$ cat src/rtl/control_sequencer.sv
// control_sequencer: hardwired fetch/decode/execute control unit driving the datapath strobes one step per clock.
module control_sequencer #(
    parameter int NUM_REGS = 16,
    parameter int OPW      = 5
) (
    input  logic                Clock,
    input  logic                clear,
    input  logic [31:0]         IR,
    input  logic                Stop,
    output logic                PCout,
    output logic                PCin,
    output logic                IncPC,
    output logic                MARin,
    output logic                MDRin,
    output logic                MDRout,
    output logic                Read,
    output logic                IRin,
    output logic                Yin,
    output logic                Zin,
    output logic                Zhighout,
    output logic                Zlowout,
    output logic                HIin,
    output logic                LOin,
    output logic                Cout,
    output logic [NUM_REGS-1:0] Rin,
    output logic [NUM_REGS-1:0] Rout,
    output logic [OPW-1:0]      opcode,
    output logic                Run,
    output logic                illegal
);
    typedef enum logic [3:0] {S_RST, S_T0, S_T1, S_T2, S_T3, S_T4, S_T5, S_T6, S_HALT} state_t;

    state_t r_state;

    logic [4:0]          w_op;
    logic [3:0]          w_ra, w_rb, w_rc;
    logic [NUM_REGS-1:0] w_sel_ra, w_sel_rb, w_sel_rc;
    logic                w_rr, w_imm, w_nn, w_md, w_nop, w_hlt, w_ill;
    logic                w_t0, w_t1, w_t2, w_t3, w_t4, w_t5, w_t6, w_last;
    logic                w_unused;

    assign w_op     = IR[31:27];
    assign w_ra     = IR[26:23];
    assign w_rb     = IR[22:19];
    assign w_rc     = IR[18:15];
    assign w_unused = &{1'b0, IR[14:0]};

    assign w_sel_ra = NUM_REGS'(1) << w_ra;
    assign w_sel_rb = NUM_REGS'(1) << w_rb;
    assign w_sel_rc = NUM_REGS'(1) << w_rc;

    assign w_rr  = w_op >= 5'd3 && w_op <= 5'd11;
    assign w_imm = w_op >= 5'd12 && w_op <= 5'd14;
    assign w_md  = w_op == 5'd15 || w_op == 5'd16;
    assign w_nn  = w_op == 5'd17 || w_op == 5'd18;
    assign w_nop = w_op == 5'd25;
    assign w_hlt = w_op == 5'd26;
    assign w_ill = !(w_rr || w_imm || w_md || w_nn || w_nop || w_hlt);

    assign w_t0 = r_state == S_T0;
    assign w_t1 = r_state == S_T1;
    assign w_t2 = r_state == S_T2;
    assign w_t3 = r_state == S_T3;
    assign w_t4 = r_state == S_T4;
    assign w_t5 = r_state == S_T5;
    assign w_t6 = r_state == S_T6;

    // Final execute step of each instruction class; this is where Stop is honoured.
    assign w_last = (w_t3 && (w_nop || w_ill)) || (w_t4 && w_nn) ||
                    (w_t5 && (w_rr || w_imm)) || w_t6;

    always_ff @(posedge Clock) begin
        if (clear)
            r_state <= S_RST;
        else if (w_last)
            r_state <= Stop ? S_HALT : S_T0;
        else if (w_t3 && w_hlt)
            r_state <= S_HALT;
        else if (r_state != S_HALT)
            r_state <= state_t'(r_state + 4'd1);
    end

    assign PCout    = w_t0;
    assign MARin    = w_t0;
    assign IncPC    = w_t0;
    assign PCin     = w_t1;
    assign Read     = w_t1;
    assign MDRin    = w_t1;
    assign MDRout   = w_t2;
    assign IRin     = w_t2;
    assign Yin      = w_t3 && (w_rr || w_imm || w_md);
    assign Zin      = w_t0 || (w_t3 && w_nn) || (w_t4 && (w_rr || w_imm || w_md));
    assign Zlowout  = w_t1 || (w_t4 && w_nn) || (w_t5 && (w_rr || w_imm || w_md));
    assign Zhighout = w_t6 && w_md;
    assign HIin     = w_t6 && w_md;
    assign LOin     = w_t5 && w_md;
    assign Cout     = w_t4 && w_imm;
    assign illegal  = w_t3 && w_ill;
    assign Run      = r_state != S_RST && r_state != S_HALT;

    assign Rin  = ((w_t4 && w_nn) || (w_t5 && (w_rr || w_imm))) ? w_sel_ra : '0;
    assign Rout = (w_t3 && (w_rr || w_imm || w_nn)) ? w_sel_rb :
                  (w_t3 && w_md)                    ? w_sel_ra :
                  (w_t4 && w_rr)                    ? w_sel_rc :
                  (w_t4 && w_md)                    ? w_sel_rb : '0;

    // Immediate forms reuse the add/and/or ALU operations.
    assign opcode = w_t0                                       ? OPW'(5'd3) :
                    ((w_t3 && w_nn) || (w_t4 && (w_rr || w_md))) ? OPW'(w_op) :
                    (w_t4 && w_imm)                            ? OPW'(w_op == 5'd12 ? 5'd3 :
                                                                      w_op == 5'd13 ? 5'd5 : 5'd6) :
                                                                 '0;
endmodule

$ cat config.mk
export PLATFORM = sky130hd
export DESIGN_NAME = control_sequencer
export DESIGN_NICKNAME = d
export VERILOG_FILES = /design/src/rtl/control_sequencer.sv
export SDC_FILE = /design/constraint.sdc
export NUM_CORES = 1
export LEC_CHECK = 0
export ABC_AREA = 1
export BUFFER_PORTS_ARGS = -buffer_cell sky130_fd_sc_hd__buf_2
export CORE_MARGIN = 2
export CORE_UTILIZATION = 25
export CTS_CLUSTER_DIAMETER = 150
export CTS_CLUSTER_SIZE = 8
export DETAILED_ROUTE_END_ITERATION = 8
export GPL_TIMING_DRIVEN = 0
export SLEW_MARGIN = 20
export SYNTH_ARGS = -nofsm -noshare
export SYNTH_HDL_FRONTEND = slang
export SYNTH_SLANG_ARGS = --single-unit
$ cat constraint.sdc
create_clock -name Clock -period 2.8 [get_ports Clock]
set_clock_uncertainty 0.15 [all_clocks]
set_input_delay 0.14 -clock Clock [delete_from_list [all_inputs] [get_ports Clock]]
set_output_delay 0.14 -clock Clock [all_outputs]
set_load 0.01 [all_outputs]
==> flow_metrics.env <==
export IMPL_cp_cell_sequence="inv_1, ha_1, inv_1, nor2_8, nand2_1, nand2_4, inv_2, buf_2, nand3_1, o21ai_1, buf_2"
export IMPL_clkPwrFrac_pct=27.2
export IMPL_post_cts_resize_count=0
export IMPL_global_route_wire_length_before_repair_mm=8.25
export IMPL_vias=2083
export IMPL_clock_tree_from_tritoncts="done"
export IMPL_core_region_area_um2=5570
export IMPL_total_standard_cell_area_after_synthesis_um2=1470
export IMPL_pwr_share_comb_pct=55.3
export IMPL_syn_num_nets=326
export IMPL_dp_hpwl_mm=4.26
export IMPL_first_global_vias=1826
export IMPL_core_util_final_pct=35.0
export IMPL_drt_total_wl_mm=5.18
export IMPL_post_route_period_util_pct=86.8
export IMPL_die_height_um=80.7
export IMPL_dpl_cell_count=427
export IMPL_grt_setup_unrepaired="no"
export IMPL_row_count=27
export IMPL_netSwitchingPower_uw=185
export IMPL_cp_max_fo=10
export IMPL_clock_sinks=4
export IMPL_power_leakage_uw=0.00107
export IMPL_drv_cap=0
export IMPL_biggestRegsByFlops="r_state x4"
export IMPL_fin_ws_ns=0.369
export IMPL_crit_arrival_ns=2.14
export IMPL_dr_pass1_iters=5
export IMPL_switching_share_pct=43.2
export IMPL_crit_path_max_incr_delay_ns=0.43
export IMPL_timing_max_transition_violations_final=0
export IMPL_preCtsSetupSlack_ns=0.611
export IMPL_regMostFlops="r_state"
export IMPL_cts_max_level=1
export IMPL_dr_first_iter_drc_count=193
export IMPL_worstMarginPinSlew_ns=0.443
export IMPL_synth_seq_cells=4
export IMPL_clkLatencyLatePin_ns=0.21
export IMPL_power_share_sequential_pct=17.5
export IMPL_worst_ep_required_time_ns=2.51
export IMPL_postSynthAreaPerCell_um2=5.12
export IMPL_grt_start_max_net_pins=11
export IMPL_max_vdd_ir_drop_mv=0.260
export IMPL_power_report_internal_total_uw=243
export IMPL_cts_path_max_buffers=2
export IMPL_slew_limit_headroom_pct=70.2
export IMPL_start_kind="register"
export IMPL_worst_hold_path_type="primary input to register"
export IMPL_final_setup_viol_count=0
export IMPL_synth_largest_area_cell="sky130_fd_sc_hd__nand2_1"
export IMPL_yosysWarningCount=0
export IMPL_report_final_hold_viol_count=0
export IMPL_drive_gt1_share_pct=27.3
export IMPL_cts_buffers_inserted=3
export IMPL_cp_slowest_cell="sky130_fd_sc_hd__dfxtp_1"
export IMPL_synth_yosys_seq_area_share_pct=5.45
export IMPL_viasPerCell=4.83
export IMPL_grt_usage_pct=15.6
export IMPL_fin_nets=400
export IMPL_top_cells_by_area_in_the_synthesized_netlist="sky130_fd_sc_hd__nand2_1 16%, sky130_fd_sc_hd__nor2_1 13%, sky130_fd_sc_hd__nand4_1 8.9%"
export IMPL_drc=0
export IMPL_critical_path_endpoint_type="output port"
export IMPL_synth_top_cell_area_share_pct=16.1
export IMPL_number_of_antenna_violations_at_the_first_check_in_global_routing=0
export IMPL_post_cts_setup_buffers=0
export IMPL_largest_reg_flops=4
export IMPL_clk_pin_slew_worst_paths_ns=0.03
export IMPL_setup_tns_final_ns=0
export IMPL_status="complete, no violations"
export IMPL_die_x_um=80.7
export IMPL_synthesis_instances=287
export IMPL_final_instance_count_excl_fill=431
export IMPL_timing_hold_worst_path_depth=3
export IMPL_area_growth_pct=32.8
export IMPL_cellPowerDensity_nw_per_um2=219
export IMPL_initial_utilization_pct=26.4
export IMPL_design_die_area_um2=6500
export IMPL_max_freq_mhz=411
export IMPL_place_port_buffers=68
export IMPL_cts_root_buffer="sky130_fd_sc_hd__clkbuf_8"
export IMPL_post_route_minimum_period_ns=2.43
export IMPL_top_level_ports=89
export IMPL_grt_overflow_total=0
export IMPL_antenna_diode_count=0
export IMPL_reg2reg_depth=9
export IMPL_worstSetupPathType="register to output port"
export IMPL_antenna_left=0
export IMPL_gp_routability_congestion=0.913
export IMPL_routed_wire_length_per_instance_um=12.0
export IMPL_synth_cell_type_count=33
==> cell type report <==
cell class                 instances  area [um2]
fill                             658        3620
multi-input combinational        227        1150
timing repair buffer              69         350
inverter                          40         150
tap                               72        90.1
buffer                            16        87.6
sequential                         4        80.1
clock buffer                       3        41.3
==> power by group through the flow <==
| stage | clock, uW | combinational [uW] | sequential [uW] |
|---|---|---|---|
| 2_1_floorplan | 0 | 159 | 72.8 |
| 3_3_place_gp | 0 | 234 | 75.0 |
| 3_5_place_dp | 0 | 236 | 75.4 |
| 4_1_cts | 120 | 238 | 74.6 |
| 5_1_grt | 124 | 266 | 75.8 |
| 6_report | 116 | 237 | 74.7 |
==> what timing repair did <==
action / 4_1_cts / 5_1_grt
setup endpoints to repair: 0 / 0
hold endpoints to repair: 2 / 0
hold buffers: 1 / 0
==> cell usage in the layout, fill, tap and decap left out, drive strengths merged <==
master / n
a21oi: 12
a31oi: 1
buf: 78
clkbuf: 9
clkinv: 4
dfxtp: 4
dlygate4sd3: 1
ha: 4
inv: 36
nand2: 70
nand3: 27
nand3b: 1
nand4: 21
nor2: 51
nor3: 7
nor4: 1
o211ai: 4
o21ai: 15
o21bai: 1
o22ai: 7
o2bb2ai: 1
or2: 3
xor2: 1
==> worst paths after layout <==
kind / from / to / slack [ns]
hold / removal: Stop / r_state[3] / 0.05
setup reg to reg: r_state[0] / r_state[1] / 0.91
setup / recovery: r_state[0] / Rout[9] / 0.37
hold reg to reg: r_state[1] / r_state[1] / 0.39
==> metal layers <==
metal | part of all wire [%] | routed length (um) | up-vias | global-route usage, %
li1 | - | - | 1097 | -
met1 | 46 | 2410 | 875 | 20.8
met2 | 45 | 2310 | 105 | 26.6
met3 | 7.8 | 404 | 6 | 1.46
met4 | 1.1 | 56 | 0 | 4.07
met5 | 0 | 0 | - | 0
==> critical path: cells and delay by family, from the launching register on <==
family / cells / cell delay [ns]
DFF: 1 / 0.43
buffers and inverters: 5 / 0.73
adders and majority gates: 1 / 0.20
and+or+nand+nor: 4 / 0.46
AOI/OAI and AO/OA: 1 / 0.11
==> metrics by stage <==
| step | hold slack [ns] | instance area [um2] | total power, uW |
|---|---|---|---|
| after floorplan | 0.0591 | 1470 | 232 |
| after global placement | 0.199 | 1900 | 309 |
| after detailed placement | 0.205 | 1900 | 311 |
| after CTS | 0.0450 | 1950 | 433 |
| after global routing | 0.0719 | 1950 | 466 |
| final | 0.0467 | 1950 | 428 |
==> cells in the mapped netlist (all sizes together) <==
| library cell | instances |
|---|---|
| xor2 | 1 |
| nand3b | 1 |
| ha | 4 |
| dfxtp | 4 |
| inv | 36 |
| nand3 | 27 |
| nand2 | 70 |
| o21bai | 1 |
| o22ai | 7 |
| nand4 | 21 |
| clkinv | 4 |
| nor2 | 51 |
| nor3 | 7 |
| a31oi | 1 |
| buf | 10 |
| o2bb2ai | 1 |
| nor4 | 1 |
| o21ai | 15 |
| a21oi | 12 |
| or2 | 3 |
| clkbuf | 6 |
| o211ai | 4 |
==> logic make-up after synthesis <==
logic type / count (synthesis) / synth area share (%)
xor gates and xnor gates: 1 / 0.596
DFF: 4 / 5.45
adders and majority gates: 4 / 3.41
buffers and inverters: 56 / 16.2
and+or+nand+nor: 181 / 57.8
AOI/OAI and AO/OA: 41 / 16.5
Power figures use the tool's default switching activity.
